### src/rtl/uart_rx_if.sv
// Host-side byte interface of the UART receiver: received byte with valid/ready
// handshake plus the framing-error and overrun status pulses.
interface uart_rx_if;
  logic [7:0] rx_data;
  logic       rx_valid;
  logic       rx_ready;
  logic       frame_err;
  logic       overrun;

  modport master (
    output rx_data,
    output rx_valid,
    output frame_err,
    output overrun,
    input  rx_ready
  );

  modport slave (
    input  rx_data,
    input  rx_valid,
    input  frame_err,
    input  overrun,
    output rx_ready
  );
endinterface

### src/rtl/uart_rx.sv
// 8N1 UART receiver: oversampling start-bit validation, centre sampling of data
// and stop bits, byte hand-off on valid/ready with framing-error and overrun pulses.
module uart_rx #(
  parameter int CLK_FREQ   = 100_000_000,
  parameter int BAUD_RATE  = 115200,
  parameter int OVERSAMPLE = 16
) (
  input  logic      clk,
  input  logic      reset,
  input  logic      rx,
  output logic      busy,
  uart_rx_if.master host
);

  localparam int OS_DIV      = CLK_FREQ / (BAUD_RATE * OVERSAMPLE);
  localparam int DIV_W       = (OS_DIV > 1) ? $clog2(OS_DIV) : 1;
  localparam int CNT_W       = $clog2(OVERSAMPLE);
  localparam int SYNC_STAGES = 2;

  localparam logic [DIV_W-1:0] DIV_MAX  = DIV_W'(OS_DIV - 1);
  localparam logic [CNT_W-1:0] HALF_MAX = CNT_W'(OVERSAMPLE / 2 - 1);
  localparam logic [CNT_W-1:0] BIT_MAX  = CNT_W'(OVERSAMPLE - 1);

  typedef enum logic [2:0] {
    IDLE,
    START,
    DATA,
    STOP,
    WAIT_HIGH
  } state_t;

  logic [SYNC_STAGES-1:0] sync_reg;
  logic                   rx_s;

  logic [DIV_W-1:0] div_reg;
  logic             os_tick;

  state_t           state_reg, state_next;
  logic [CNT_W-1:0] cnt_reg, cnt_next;
  logic [2:0]       idx_reg, idx_next;
  logic [7:0]       shreg_reg, shreg_next;

  logic       load_byte;
  logic       stop_bad;
  logic [7:0] rx_data_reg;
  logic       rx_valid_reg;
  logic       frame_err_reg;
  logic       overrun_reg;

  // Two-flop synchronizer; flops reset high so reset never looks like a start bit.
  genvar gi;
  generate
    for (gi = 0; gi < SYNC_STAGES; gi++) begin : g_sync
      if (gi == 0) begin : g_first
        always_ff @(posedge clk) begin
          if (reset) sync_reg[gi] <= 1'b1;
          else       sync_reg[gi] <= rx;
        end
      end else begin : g_next
        always_ff @(posedge clk) begin
          if (reset) sync_reg[gi] <= 1'b1;
          else       sync_reg[gi] <= sync_reg[gi-1];
        end
      end
    end
  endgenerate

  assign rx_s = sync_reg[SYNC_STAGES-1];

  // Free-running oversample divider, never re-phased by line activity.
  always_ff @(posedge clk) begin
    if (reset)        div_reg <= '0;
    else if (os_tick) div_reg <= '0;
    else              div_reg <= div_reg + 1'b1;
  end

  assign os_tick = (div_reg == DIV_MAX);

  always_ff @(posedge clk) begin
    if (reset) begin
      state_reg <= IDLE;
      cnt_reg   <= '0;
      idx_reg   <= '0;
      shreg_reg <= '0;
    end else begin
      state_reg <= state_next;
      cnt_reg   <= cnt_next;
      idx_reg   <= idx_next;
      shreg_reg <= shreg_next;
    end
  end

  always_comb begin
    state_next = state_reg;
    cnt_next   = cnt_reg;
    idx_next   = idx_reg;
    shreg_next = shreg_reg;
    if (os_tick) begin
      case (state_reg)
        IDLE: begin
          if (!rx_s) begin
            state_next = START;
            cnt_next   = '0;
          end
        end
        START: begin
          if (cnt_reg == HALF_MAX) begin
            if (!rx_s) begin
              state_next = DATA;
              cnt_next   = '0;
              idx_next   = '0;
            end else begin
              state_next = IDLE;
            end
          end else begin
            cnt_next = cnt_reg + 1'b1;
          end
        end
        DATA: begin
          if (cnt_reg == BIT_MAX) begin
            shreg_next = {rx_s, shreg_reg[7:1]};
            cnt_next   = '0;
            if (idx_reg == 3'd7) state_next = STOP;
            else                 idx_next   = idx_reg + 1'b1;
          end else begin
            cnt_next = cnt_reg + 1'b1;
          end
        end
        STOP: begin
          if (cnt_reg == BIT_MAX) begin
            state_next = rx_s ? IDLE : WAIT_HIGH;
            cnt_next   = '0;
          end else begin
            cnt_next = cnt_reg + 1'b1;
          end
        end
        WAIT_HIGH: begin
          // A held-low line (break) must return high before a new start bit counts.
          if (rx_s) state_next = IDLE;
        end
        default: state_next = IDLE;
      endcase
    end
  end

  always_comb begin
    busy      = (state_reg != IDLE);
    load_byte = 1'b0;
    stop_bad  = 1'b0;
    if (os_tick && (state_reg == STOP) && (cnt_reg == BIT_MAX)) begin
      load_byte = rx_s;
      stop_bad  = !rx_s;
    end
  end

  always_ff @(posedge clk) begin
    if (reset) begin
      rx_data_reg   <= '0;
      rx_valid_reg  <= 1'b0;
      frame_err_reg <= 1'b0;
      overrun_reg   <= 1'b0;
    end else begin
      frame_err_reg <= stop_bad;
      overrun_reg   <= load_byte && rx_valid_reg && !host.rx_ready;
      if (load_byte) begin
        rx_data_reg  <= shreg_reg;
        rx_valid_reg <= 1'b1;
      end else if (rx_valid_reg && host.rx_ready) begin
        rx_valid_reg <= 1'b0;
      end
    end
  end

  assign host.rx_data   = rx_data_reg;
  assign host.rx_valid  = rx_valid_reg;
  assign host.frame_err = frame_err_reg;
  assign host.overrun   = overrun_reg;

endmodule

### src/flat_wrapper.sv
// flat-port wrapper written by rule: the top's interface ports become plain ports
module uart_rx_flat 
#(
  parameter int CLK_FREQ   = 100_000_000,
  parameter int BAUD_RATE  = 115200,
  parameter int OVERSAMPLE = 16
)
  (clk, reset, rx, busy, host_rx_data, host_rx_valid, host_frame_err, host_overrun, host_rx_ready);
  uart_rx_if host_i ();
  input  logic clk;
  input  logic reset;
  input  logic rx;
  output logic busy;
  output wire logic [$bits(host_i.rx_data)-1:0] host_rx_data;
  output wire logic [$bits(host_i.rx_valid)-1:0] host_rx_valid;
  output wire logic [$bits(host_i.frame_err)-1:0] host_frame_err;
  output wire logic [$bits(host_i.overrun)-1:0] host_overrun;
  input wire logic [$bits(host_i.rx_ready)-1:0] host_rx_ready;
  assign host_rx_data = host_i.rx_data;
  assign host_rx_valid = host_i.rx_valid;
  assign host_frame_err = host_i.frame_err;
  assign host_overrun = host_i.overrun;
  assign host_i.rx_ready = host_rx_ready;
  uart_rx #(.CLK_FREQ(CLK_FREQ), .BAUD_RATE(BAUD_RATE), .OVERSAMPLE(OVERSAMPLE)) u_core (.clk(clk), .reset(reset), .rx(rx), .busy(busy), .host(host_i));
endmodule
### config.mk
export PLATFORM = sky130hd
export DESIGN_NAME = uart_rx_flat
export DESIGN_NICKNAME = d
export VERILOG_FILES = /design/src/rtl/uart_rx_if.sv /design/src/rtl/uart_rx.sv /design/src/flat_wrapper.sv
export SDC_FILE = /design/constraint.sdc
export NUM_CORES = 1
export LEC_CHECK = 0
export BUFFER_PORTS_ARGS = -buffer_cell sky130_fd_sc_hd__buf_4
export CORE_UTILIZATION = 50
export CTS_CLUSTER_SIZE = 8
export DETAILED_ROUTE_END_ITERATION = 10
export PLACE_DENSITY = 0.7
export SLEW_MARGIN = 20
export SYNTH_ARGS = -nofsm -noshare
export SYNTH_HDL_FRONTEND = slang
export SYNTH_SLANG_ARGS = --single-unit
### constraint.sdc
create_clock -name clk -period 2.2 [get_ports clk]
set_input_delay 0.22 -clock clk [delete_from_list [all_inputs] [get_ports clk]]
set_output_delay 0.22 -clock clk [all_outputs]
set_load 0.03 [all_outputs]
==> results.md <==
- The run finished with clean final reports.
- The global-route wire length before repair is 5.41 mm.
- The final critical path takes up 92.5% of the cycle.
- The filler cells instantiated in the layout total 278.
- The net count of the mapped netlist is 190.
- The layer with the highest usage after global routing is met2.
- The overall via count from detail_route is 1,307.
- The vertical extent of the die is 60.0 µm.
- After clock tree synthesis, the repair step resized 0 gates.
- The dominant register cell in the synthesized netlist is sky130_fd_sc_hd__dfxtp_1.
- The highest ir drop seen on vdd is 0.475 mV.
- Of the post-synthesis cell area, the dominant cell type holds 44.0%.
- The TritonCTS clock tree is yes.
- After detailed routing, the average wire length per cell comes to 13.7 µm.
- The placed instance area is 1810 µm².
- In this run the number of H-tree levels came out at 2.
- The count of routing violations after the opening detailed-route iteration is 38.
- The number of distinct library cell variants in the gate-level netlist after synthesis is 47.
- Setup repair after global routing left no endpoint under its margin.
- The final critical-path required period is 2.04 ns.
- After clock tree synthesis, the clock-pin slew on the worst setup and hold paths is 0.10 ns.
- The setup slack on the worst flop-to-flop path is 0.16 ns.
- Relative to the synthesized area, the layout overhead comes to 10.4%.
- The overflow left after global routing is 0.
- The floorplan step defined a die boundary enclosing 3600 µm².
- The post-cts hold buffer count is 0.
- The cell type group with the largest total delay on the critical path is compound AO/OA/AOI/OAI gates.
- The via count of the first global-routing pass is 1,242.
- The post-layout instance count excluding filler cells is 238.
- After detailed routing, the number of vias per cell comes to 5.49.
- The cell with the largest stage delay on the worst path is sky130_fd_sc_hd__a2111oi_2.
- The buffer and inverter count on the worst path is 0.
- The critical path goes through ha_1, and3_1, o2bb2ai_1, a2111oi_2, o22ai_1.
- For this run, the post-layout net count is 202.
- The master cell of the clock root buffer is sky130_fd_sc_hd__clkbuf_4.
- Between clock sinks in the finished design, the worst skew comes to 0.00351 ns.
- The leakage power summed over all cells is 0.852 nW.
- The final hold violation count is 0.
- The count of endpoints failing setup in the final report is 0.
- In this run the worst path has a maximum fanout of 7.
- The number of maximum-capacitance violations is 0.
- Data on the critical path is required at its endpoint by 2.40 ns.
- In the synthesized netlist the async set-or-reset flop fraction comes to 0%.
- By count the netlist is led by sky130_fd_sc_hd__dfxtp_1 (37), sky130_fd_sc_hd__nor2_1 (26), sky130_fd_sc_hd__mux2i_1 (16).
- Buffers added to address setup during post-CTS repair amount to 0.
- The nature of the critical path endpoint is a register.
- The initial utilization of the core area, before any placement, comes to 53.8%.
- The maximum buffer depth of the clock tree is 2.
- The number of antenna diodes in the final layout is 0.
- The total clock buffers created by CTS is 5.
- The number of instances in the synthesized netlist is 181.
- Yosys printed 0 warnings.
- Headroom to the max-slew limit came out at 64.6%.
- In this run the tool buffered the top-level ports with 15 buffer cells.
- The final non-filler cell area is 1860 µm².
- Dividing total power by cell area gives a power density of 562 nW/µm².
- At the end of routability-driven placement, the weighted congestion stood at 0.860.
- The core footprint is 3130 µm².
- The total count of max-transition violations in the final report is 0.
- The tightest min-delay check is of the primary input to register type.
- The cell type with the largest total area after synthesis is sky130_fd_sc_hd__dfxtp_1.
- The I/O pin total is 16.
- Before antenna repair, the detailed router went through 4 iterations.
- After detailed placement, the design holds a cell count of 230.
- The horizontal die dimension is 60.0 µm.
- The maximum number of pins on one net before global-route repair is 32.
- The met3 track demand over resource in global routing is 6.49%.
- The part of the Yosys area used for sequential elements is 44.0%.
- The fmax is 0.491 GHz.
- The final antenna-violating net count is 0.
- The design draws 1.04 mW.
- For this run, global-route usage on met1 was measured as 26.1%.
- For this run, design rule violations remaining after detail routing come to 0.
- The count of clock tree sinks is 37.
- The number of antenna violations at the first check in global routing is 0.
- The startpoint-to-endpoint class of the critical path is register to register.
- The most used standard cell by instance count after synthesis is sky130_fd_sc_hd__dfxtp_1.
- Counting flops with a built-in enable in the synthesized netlist gives 0.
- Global routing consumed, on the met2 layer, 33.0% of the routing resources.
- The largest single stage delay on the critical path is 0.56 ns.
- STA classifies the critical path startpoint as a register.
- STA puts the critical path data arrival time at 2.23 ns.
- A synthesized cell averages 9.30 µm².
- The final wirelength is 3.26 mm.
- The share of layout cells above drive strength 1 is 15.5%.
- The count of standard-cell rows is 20.
- After synthesis the cells add up to 1680 µm².
- The synthesized design contains 37 register bits.
- The global routing usage summed across all routing layers is 20.5%.
- Detailed placement finished with a half-perimeter wire length of 2.36 mm.
- The summed negative setup slack over all endpoints is 0 ns.
- The clock insertion delay at the later pin of the skew report is 0.33 ns.
- By area the synthesized netlist is led by sky130_fd_sc_hd__dfxtp_1 (44%), sky130_fd_sc_hd__mux2i_1 (9.5%), sky130_fd_sc_hd__nor2_1 (5.8%).
- At the pin with the least slew margin, the transition time is 0.530 ns.
[worst reg2reg max path, cell delays in order, from the launching register on]
cell,delay (ns)
sky130_fd_sc_hd__dfxtp_1,0.41
sky130_fd_sc_hd__ha_1,0.27
sky130_fd_sc_hd__and3_1,0.37
sky130_fd_sc_hd__o2bb2ai_1,0.17
sky130_fd_sc_hd__a2111oi_2,0.57
sky130_fd_sc_hd__o22ai_1,0.13
[per-stage QoR]
step	hold slack (ns)	setup WS, ns	utilization [%]
3_3_place_gp	0.403	0.258	57.8
5_1_grt	0.0546	0.0387	59.4
2_1_floorplan	0.324	0.572	-
6_report	0.0800	0.164	59.4
4_1_cts	0.0687	0.194	59.4
3_5_place_dp	0.399	0.211	57.8
[kinds of logic (layout without fill, tap and decap cells)]
logic type	after synthesis	in the layout	share of synthesized area, %
fa+ha+maj	5	5	3.72
xor+xnor	5	5	2.60
flops	37	37	44.0
mux	16	16	9.52
compound gates	28	28	12.6
simple gates	72	72	22.8
buf+inv	18	31	4.83
[power breakdown]
part / total, mW / internal, mW / switching, mW
registers: 0.681 / 0.676 / 0.00509
logic: 0.0345 / 0.0136 / 0.0209
clock network: 0.329 / 0.122 / 0.207
[cell type report]
class | count | area [µm²] | area share, %
Sequential cell | 37 | 741 | 39.9
Clock inverter | 2 | 10.0 | 0.539
Inverter | 6 | 22.5 | 1.21
Clock buffer | 6 | 41.3 | 2.22
Timing Repair Buffer | 17 | 128 | 6.87
Tap cell | 44 | 55.1 | 2.96
Multi-Input combinational cell | 126 | 861 | 46.3
[cell usage in the layout (no fill, tap or decap), types with 2 or more instances in the layout]
cell type / synthesis / layout
sky130_fd_sc_hd__a21oi_1: 7 / 7
sky130_fd_sc_hd__and2_1: 2 / 2
sky130_fd_sc_hd__and3_1: 2 / 2
sky130_fd_sc_hd__and4b_1: 2 / 2
sky130_fd_sc_hd__buf_4: 0 / 17
sky130_fd_sc_hd__clkbuf_4: 0 / 5
sky130_fd_sc_hd__clkinv_2: 0 / 2
sky130_fd_sc_hd__dfxtp_1: 37 / 37
sky130_fd_sc_hd__ha_1: 5 / 5
sky130_fd_sc_hd__inv_1: 6 / 6
sky130_fd_sc_hd__mux2i_1: 16 / 16
sky130_fd_sc_hd__nand2_1: 10 / 10
sky130_fd_sc_hd__nand2b_1: 3 / 3
sky130_fd_sc_hd__nand3_1: 6 / 6
sky130_fd_sc_hd__nand4_1: 2 / 2
sky130_fd_sc_hd__nand4b_1: 3 / 3
sky130_fd_sc_hd__nor2_1: 26 / 26
sky130_fd_sc_hd__nor3_1: 3 / 3
sky130_fd_sc_hd__nor4b_1: 2 / 2
sky130_fd_sc_hd__o21ai_0: 2 / 2
sky130_fd_sc_hd__o31ai_1: 2 / 2
sky130_fd_sc_hd__o32ai_1: 3 / 3
sky130_fd_sc_hd__or2_2: 3 / 3
sky130_fd_sc_hd__xnor2_1: 2 / 2
sky130_fd_sc_hd__xor2_1: 3 / 3
[metal layers]
metal,vias to the layer above,share of wire [%],routed length (µm)
li1,666,-,-
met1,605,47,1530
met2,30,48,1570
met3,6,3.7,121
met4,0,1.2,40
met5,-,0,0
[worst paths after layout]
check	end	cells after the start	start
setup / recovery	u_core.idx_reg[0]$_SDFFE_PP0P_	5	u_core.cnt_reg[0]$_SDFFE_PP0P_
hold / removal	u_core.sync_reg[0]$_SDFF_PP1_	2	rx
setup reg to reg	u_core.idx_reg[0]$_SDFFE_PP0P_	5	u_core.cnt_reg[0]$_SDFFE_PP0P_
hold reg to reg	u_core.rx_s$_SDFF_PP1_	1	u_core.sync_reg[0]$_SDFF_PP1_
(Power assumes the default switching activity.)
